File: config.mk
export PLATFORM = sky130hd
export DESIGN_NAME = operand_fetch
export DESIGN_NICKNAME = d
export VERILOG_FILES = /design/src/rtl/operand_fetch.sv
export SDC_FILE = /design/constraint.sdc
export NUM_CORES = 1
export LEC_CHECK = 0
export ABC_CLOCK_PERIOD_IN_PS = 3000
export CAP_MARGIN = 20
export CELL_PAD_IN_SITES_DETAIL_PLACEMENT = 0
export CELL_PAD_IN_SITES_GLOBAL_PLACEMENT = 1
export CORE_ASPECT_RATIO = 0.6
export CORE_UTILIZATION = 31
export DETAILED_ROUTE_END_ITERATION = 10
export HOLD_SLACK_MARGIN = 0.12
export PLACE_DENSITY_LB_ADDON = 0.1
export SYNTH_ARGS = -nofsm -noshare
export SYNTH_HDL_FRONTEND = slang
export SYNTH_SLANG_ARGS = --single-unit
File: constraint.sdc
create_clock -name clk -period 3 [get_ports clk]
set_input_delay 0.9 -clock clk [delete_from_list [all_inputs] [get_ports clk]]
set_output_delay 0.9 -clock clk [all_outputs]
set_load 0.005 [all_outputs]
File: src/rtl/operand_fetch.sv
// Single-entry operand collector: holds one decoded instruction until both sources resolve.
// Define OPFETCH_BYPASS_EN to resolve waiting operands from the snooped write ports in the same cycle.
module operand_fetch #(
  parameter  int unsigned CTL_W = 32,
  localparam int unsigned REG_W = 5,
  localparam int unsigned XLEN  = 32
) (
  input  logic             clk,
  input  logic             reset_n,
  input  logic             flush,
  input  logic             in_valid,
  output logic             in_ready,
  input  logic [REG_W-1:0] in_rs1,
  input  logic [REG_W-1:0] in_rs2,
  input  logic [REG_W-1:0] in_rd,
  input  logic             in_use_rs1,
  input  logic             in_use_rs2,
  input  logic             in_wb,
  input  logic [CTL_W-1:0] in_ctl,
  output logic [REG_W-1:0] rf_rs1,
  output logic [REG_W-1:0] rf_rs2,
  input  logic             rf_rs1_valid,
  input  logic             rf_rs2_valid,
  input  logic [XLEN-1:0]  rf_rs1_data,
  input  logic [XLEN-1:0]  rf_rs2_data,
  output logic [REG_W-1:0] rf_rd,
  output logic             rf_reserve,
  input  logic [REG_W-1:0] wreg0,
  input  logic [XLEN-1:0]  wdata0,
  input  logic             wen0,
  input  logic [REG_W-1:0] wreg1,
  input  logic [XLEN-1:0]  wdata1,
  input  logic             wen1,
  output logic             out_valid,
  input  logic             out_ready,
  output logic [XLEN-1:0]  out_op1,
  output logic [XLEN-1:0]  out_op2,
  output logic [REG_W-1:0] out_rd,
  output logic             out_wb,
  output logic [CTL_W-1:0] out_ctl,
  output logic [XLEN-1:0]  perf_stall
);

  // HELD splits into WAIT/READY combinationally, depending on this cycle's operand resolution
  typedef enum logic {S_EMPTY = 1'b0, S_HELD = 1'b1} state_t;

  state_t           r_state, w_state_nxt;
  logic [REG_W-1:0] r_rs1, r_rs2, r_rd;
  logic [REG_W-1:0] w_rs1_nxt, w_rs2_nxt, w_rd_nxt;
  logic             r_use1, r_use2, r_wb;
  logic             w_use1_nxt, w_use2_nxt, w_wb_nxt;
  logic [CTL_W-1:0] r_ctl, w_ctl_nxt;
  logic             r_cap1, r_cap2, w_cap1_nxt, w_cap2_nxt;
  logic [XLEN-1:0]  r_val1, r_val2, w_val1_nxt, w_val2_nxt;
  logic [XLEN-1:0]  r_perf_stall, w_stall_nxt;

  logic             w_hold, w_fire, w_accept;
  logic             w_rdy1, w_rdy2;
  logic [XLEN-1:0]  w_op1, w_op2;
  logic             w_byp1_hit, w_byp2_hit;
  logic [XLEN-1:0]  w_byp1_data, w_byp2_data;

  // Priority resolve: unused/x0, captured, write-port snoop, register file
  function automatic logic [XLEN:0] resolve(
    input logic             used,
    input logic [REG_W-1:0] rs,
    input logic             cap,
    input logic [XLEN-1:0]  val,
    input logic             byp_hit,
    input logic [XLEN-1:0]  byp_data,
    input logic             rfv,
    input logic [XLEN-1:0]  rfd
  );
    logic [XLEN:0] res;
    res = '0;
    if (!used || rs == '0)  res = {1'b1, XLEN'(0)};
    else if (cap)           res = {1'b1, val};
    else if (byp_hit)       res = {1'b1, byp_data};
    else if (rfv)           res = {1'b1, rfd};
    return res;
  endfunction

`ifdef OPFETCH_BYPASS_EN
  // Port 0 wins a same-register collision, as in the register file
  always_comb begin
    w_byp1_hit  = 1'b0;
    w_byp1_data = '0;
    if (wen0 && wreg0 == r_rs1) begin
      w_byp1_hit  = 1'b1;
      w_byp1_data = wdata0;
    end else if (wen1 && wreg1 == r_rs1) begin
      w_byp1_hit  = 1'b1;
      w_byp1_data = wdata1;
    end
  end

  always_comb begin
    w_byp2_hit  = 1'b0;
    w_byp2_data = '0;
    if (wen0 && wreg0 == r_rs2) begin
      w_byp2_hit  = 1'b1;
      w_byp2_data = wdata0;
    end else if (wen1 && wreg1 == r_rs2) begin
      w_byp2_hit  = 1'b1;
      w_byp2_data = wdata1;
    end
  end
`else
  logic w_unused_snoop;
  assign w_unused_snoop = ^{wreg0, wdata0, wen0, wreg1, wdata1, wen1};
  assign w_byp1_hit     = 1'b0;
  assign w_byp1_data    = '0;
  assign w_byp2_hit     = 1'b0;
  assign w_byp2_data    = '0;
`endif

  assign {w_rdy1, w_op1} = resolve(r_use1, r_rs1, r_cap1, r_val1, w_byp1_hit, w_byp1_data,
                                   rf_rs1_valid, rf_rs1_data);
  assign {w_rdy2, w_op2} = resolve(r_use2, r_rs2, r_cap2, r_val2, w_byp2_hit, w_byp2_data,
                                   rf_rs2_valid, rf_rs2_data);

  // Flush suppresses issue so a discarded instruction never reserves its rd
  assign w_hold     = (r_state == S_HELD);
  assign out_valid  = w_hold && w_rdy1 && w_rdy2 && !flush;
  assign w_fire     = out_valid && out_ready;
  assign in_ready   = !flush && (!w_hold || w_fire);
  assign w_accept   = in_valid && in_ready;

  assign out_op1    = w_hold ? w_op1 : '0;
  assign out_op2    = w_hold ? w_op2 : '0;
  assign out_rd     = w_hold ? r_rd  : '0;
  assign out_wb     = w_hold && r_wb;
  assign out_ctl    = w_hold ? r_ctl : '0;
  assign rf_rs1     = w_hold ? r_rs1 : '0;
  assign rf_rs2     = w_hold ? r_rs2 : '0;
  assign rf_rd      = out_rd;
  assign rf_reserve = w_fire && out_wb && (out_rd != '0);
  assign perf_stall = r_perf_stall;

  // Next-state: accept loads, fire/flush empties, a waiting cycle captures resolved operands
  always_comb begin
    w_state_nxt = r_state;
    w_rs1_nxt   = r_rs1;
    w_rs2_nxt   = r_rs2;
    w_rd_nxt    = r_rd;
    w_use1_nxt  = r_use1;
    w_use2_nxt  = r_use2;
    w_wb_nxt    = r_wb;
    w_ctl_nxt   = r_ctl;
    w_cap1_nxt  = r_cap1;
    w_cap2_nxt  = r_cap2;
    w_val1_nxt  = r_val1;
    w_val2_nxt  = r_val2;
    w_stall_nxt = r_perf_stall;

    if (w_hold && !out_valid && !flush) w_stall_nxt = r_perf_stall + XLEN'(1);

    if (w_accept) begin
      w_state_nxt = S_HELD;
      w_rs1_nxt   = in_rs1;
      w_rs2_nxt   = in_rs2;
      w_rd_nxt    = in_rd;
      w_use1_nxt  = in_use_rs1;
      w_use2_nxt  = in_use_rs2;
      w_wb_nxt    = in_wb;
      w_ctl_nxt   = in_ctl;
      w_cap1_nxt  = 1'b0;
      w_cap2_nxt  = 1'b0;
      w_val1_nxt  = '0;
      w_val2_nxt  = '0;
    end else begin
      case (r_state)
        S_HELD: begin
          if (w_fire || flush) begin
            w_state_nxt = S_EMPTY;
          end else begin
            if (w_rdy1 && !r_cap1) begin
              w_cap1_nxt = 1'b1;
              w_val1_nxt = w_op1;
            end
            if (w_rdy2 && !r_cap2) begin
              w_cap2_nxt = 1'b1;
              w_val2_nxt = w_op2;
            end
          end
        end
        default: w_state_nxt = S_EMPTY;
      endcase
    end
  end

  always_ff @(posedge clk or negedge reset_n) begin
    if (!reset_n) begin
      r_state      <= S_EMPTY;
      r_rs1        <= '0;
      r_rs2        <= '0;
      r_rd         <= '0;
      r_use1       <= 1'b0;
      r_use2       <= 1'b0;
      r_wb         <= 1'b0;
      r_ctl        <= '0;
      r_cap1       <= 1'b0;
      r_cap2       <= 1'b0;
      r_val1       <= '0;
      r_val2       <= '0;
      r_perf_stall <= '0;
    end else begin
      r_state      <= w_state_nxt;
      r_rs1        <= w_rs1_nxt;
      r_rs2        <= w_rs2_nxt;
      r_rd         <= w_rd_nxt;
      r_use1       <= w_use1_nxt;
      r_use2       <= w_use2_nxt;
      r_wb         <= w_wb_nxt;
      r_ctl        <= w_ctl_nxt;
      r_cap1       <= w_cap1_nxt;
      r_cap2       <= w_cap2_nxt;
      r_val1       <= w_val1_nxt;
      r_val2       <= w_val2_nxt;
      r_perf_stall <= w_stall_nxt;
    end
  end

endmodule

==> metrics.yaml <==
place:
  placed_area_um2: 11500
  io_buffers: 272
  dp_hpwl_mm: 18.0
  place_congestion: 0.754
synth:
  yosys_warnings: 0
  synth_top_area_share_pct: 46.1
  ys.flop_type: "dfrtp_1"
  ys_ff_latch: 149
  postSynthCellCount: 894
  yosysTopAreaCell: "dfrtp_1"
  async_flop_share_pct: 100
  synthDistinctLibCells: 35
  syn_area_per_cell_um2: 9.05
  netlist_area_um2: 8090
  synth_area_leaders: "dfrtp_1 (46%), mux2i_1 (7.9%), mux2_1 (7.0%)"
  syn_nets: 1092
  seq_area_frac_synth_pct: 46.1
  synth_edf_count: 0
clock_tree:
  clock_path_buffers: 2
  clockRootBuffer: "clkbuf_16"
  clk-insertion-delay-late_ns: 0.44
  clk_pin_slew_ns: 0.06
  ctsHoldBuffers: 0
  cts_tree: "done"
  cts.sinks: 149
  numCtsBuffers: 17
  htreeDepth: 4
pwr:
  vdd_ir_drop_max_v: 0.000336
  leakage_nw: 5.31
  total_power_mw: 6.53
  pwr_density_cell_nw_per_um2: 516
global_routing:
  grt_pass1_wl_mm: 41.0
  first_global_vias: 6963
  grt_max_degree: 65
  overflow: 0
  grt_use_total_pct: 20.0
  antenna_found_initial: 2
routing:
  wl_per_cell_um: 16.8
  via_count: 7249
  drcViolationCount: 0
  ant_nets: 0
  via_per_inst: 4.67
  routed_wl_mm: 26.1
  drt_pass1_iterations: 5
  drtIter0Drc: 326
layout:
  diodes: 0
  drive_gt1_share_pct: 21.3
  area.growth.synth_to_final_pct: 56.4
  final_core_util_pct: 49.7
  postLayoutCellArea_um2: 12700
  nets: 1385
timing:
  max_freq_mhz: 321
  rsz0062_at_grt: "yes"
  slew_headroom_pct: 71.1
  fin_crit_ns: 3.11
  fin_tns_setup_ns: -2.91
  hold_violations: 0
  fin_skew_ns: 0.00953
  tightest_slew_ns: 0.433
  post-route-period-util_pct: 104
  layout_setup_ws_ns: -0.111
  slew_violations: 0
  report.final.setup_viol: 58
worst_setup_path:
  rr_worst_depth: 8
  cp-end-kind: "output port"
  critPathLaunchType: "flip-flop"
  crit_arrival_ns: 2.21
  critical_path_class: "reg2out"
  worstPathRequired_ns: 2.10
  crit_fanout: 3
hold_path:
  hold_class: "in2async"
floorplan:
  die_h_um: 127
  num_io_pins: 349
  die_area_um2: 26800
  core_um2: 25400
  initial_core_util_pct: 31.8
  dieWidth_um: 211
  fp-row-count: 45
outcome:
  status: "finished with violations"
  violations: "negative setup slack"
run:
  timing.max_cap.violations: 0
[cell families after synthesis]
kind of cell               after synthesis  share of synthesized area [%]
buffers and inverters                   78                           4.62
adders and majority gates                1                          0.155
xor gates and xnor gates                31                           3.36
and+or+nand+nor                        442                           25.5
AOI/OAI and AO/OA                       78                           5.30
DFF                                    149                           46.1
muxes                                  115                           15.0
[synthesized netlist by cell type (all sizes together) (5+ instances only)]
cell,instances
dfrtp,149
nand2,137
nor2,135
nand3,72
a21oi,69
mux2i,64
and2,53
clkbuf,51
mux2,51
xnor2,28
buf,26
nand4,21
and3,8
and4,5
[metal layers]
metal / global-route usage, % / vias up / share of wire, %
li1: - / 3610 / -
met1: 30.2 / 3455 / 52
met2: 28.0 / 167 / 42
met3: 5.68 / 15 / 5.5
met4: 4.60 / 2 / 0.69
met5: 0 / - / 0.038
[final cells by class]
cell class                      instances  area (um^2)
Fill cell                            2481        12800
Multi-Input combinational cell        667         4390
Sequential cell                       149         3730
Timing Repair Buffer                  351         3440
Clock buffer                           20          467
Tap cell                              352          440
Clock inverter                         12          176
Inverter                                1         3.75
[power by group]
| part | total [mW] | internal [mW] | switching [mW] |
|---|---|---|---|
| registers | 2.38 | 2.24 | 0.142 |
| logic | 1.81 | 0.919 | 0.887 |
| clock network | 2.34 | 1.46 | 0.884 |
| total | 6.53 | 4.62 | 1.91 |
[sequential cells by signal, indices dropped and copies added (netlist names)]
name and cells:
perf_stall 32, r_cap2 1, r_wb 1, r_rs1 5
r_cap1 1, r_val2 32, r_use1 1, r_rd 5
r_val1 32, r_ctl 32, r_use2 1, r_state 1
r_rs2 5
[worst max-delay path, stage by stage (launching register included)]
cell and delay, ns:
dfrtp_1 0.39, or4_4 0.53, buf_6 0.14, o211ai_4 0.18, and3_4 0.23, o2111a_1 0.16, buf_2 0.14
[per-stage QoR]
step           cells  setup WS (ns)  hold slack (ns)
2_1_floorplan    894          0.363            0.456
3_3_place_gp    1494         -0.228            0.467
3_5_place_dp    1494         -0.264            0.474
4_1_cts         1552         -0.163            0.377
5_1_grt         1552         -0.192            0.383
6_report        1552         -0.111            0.376
[what timing repair did]
| item | in CTS | in global routing |
|---|---|---|
| setup buffers | 21 | 3 |
| resized for setup | 322 | 86 |
| endpoints found under the setup margin | 100 | 100 |
| pin swaps | 33 | 39 |
| gates cloned | 6 | 0 |
[final timing paths]
| path | startpoint | slack [ns] | end |
|---|---|---|---|
| worst min-delay path | reset_n | 0.38 | r_ctl[16] |
| min in group clk | r_ctl[5] | 0.49 | r_ctl[5] |
| worst max register to register | r_rs1[2] | 0.37 | r_val1[9] |
| worst max-delay path | r_rs1[2] | -0.11 | rf_reserve |
| worst min register to register | r_ctl[5] | 0.49 | r_ctl[5] |
| max in group asynchronous | reset_n | 1.93 | r_val2[29] |
[layout by cell type (no fill, tap or decap), drive strengths merged]
cell,n
clkdlybuf4s50,202
dfrtp,149
buf,146
nand2,137
nor2,135
nand3,72
a21oi,69
mux2i,64
and2,53
mux2,51
xnor2,28
clkbuf,23
nand4,21
and3,8
clkinv,6
and4,5
bufinv,4
xor2,3
or4,3
nor2b,3
o211ai,2
o21a,2
nand2b,2
nor4,2
clkinvlp,2
o2111a,1
inv,1
a31oi,1
nor3,1
a2bb2oi,1
o21bai,1
a32o,1
ha,1
No activity file was read; power rests on OpenSTA's default activity.
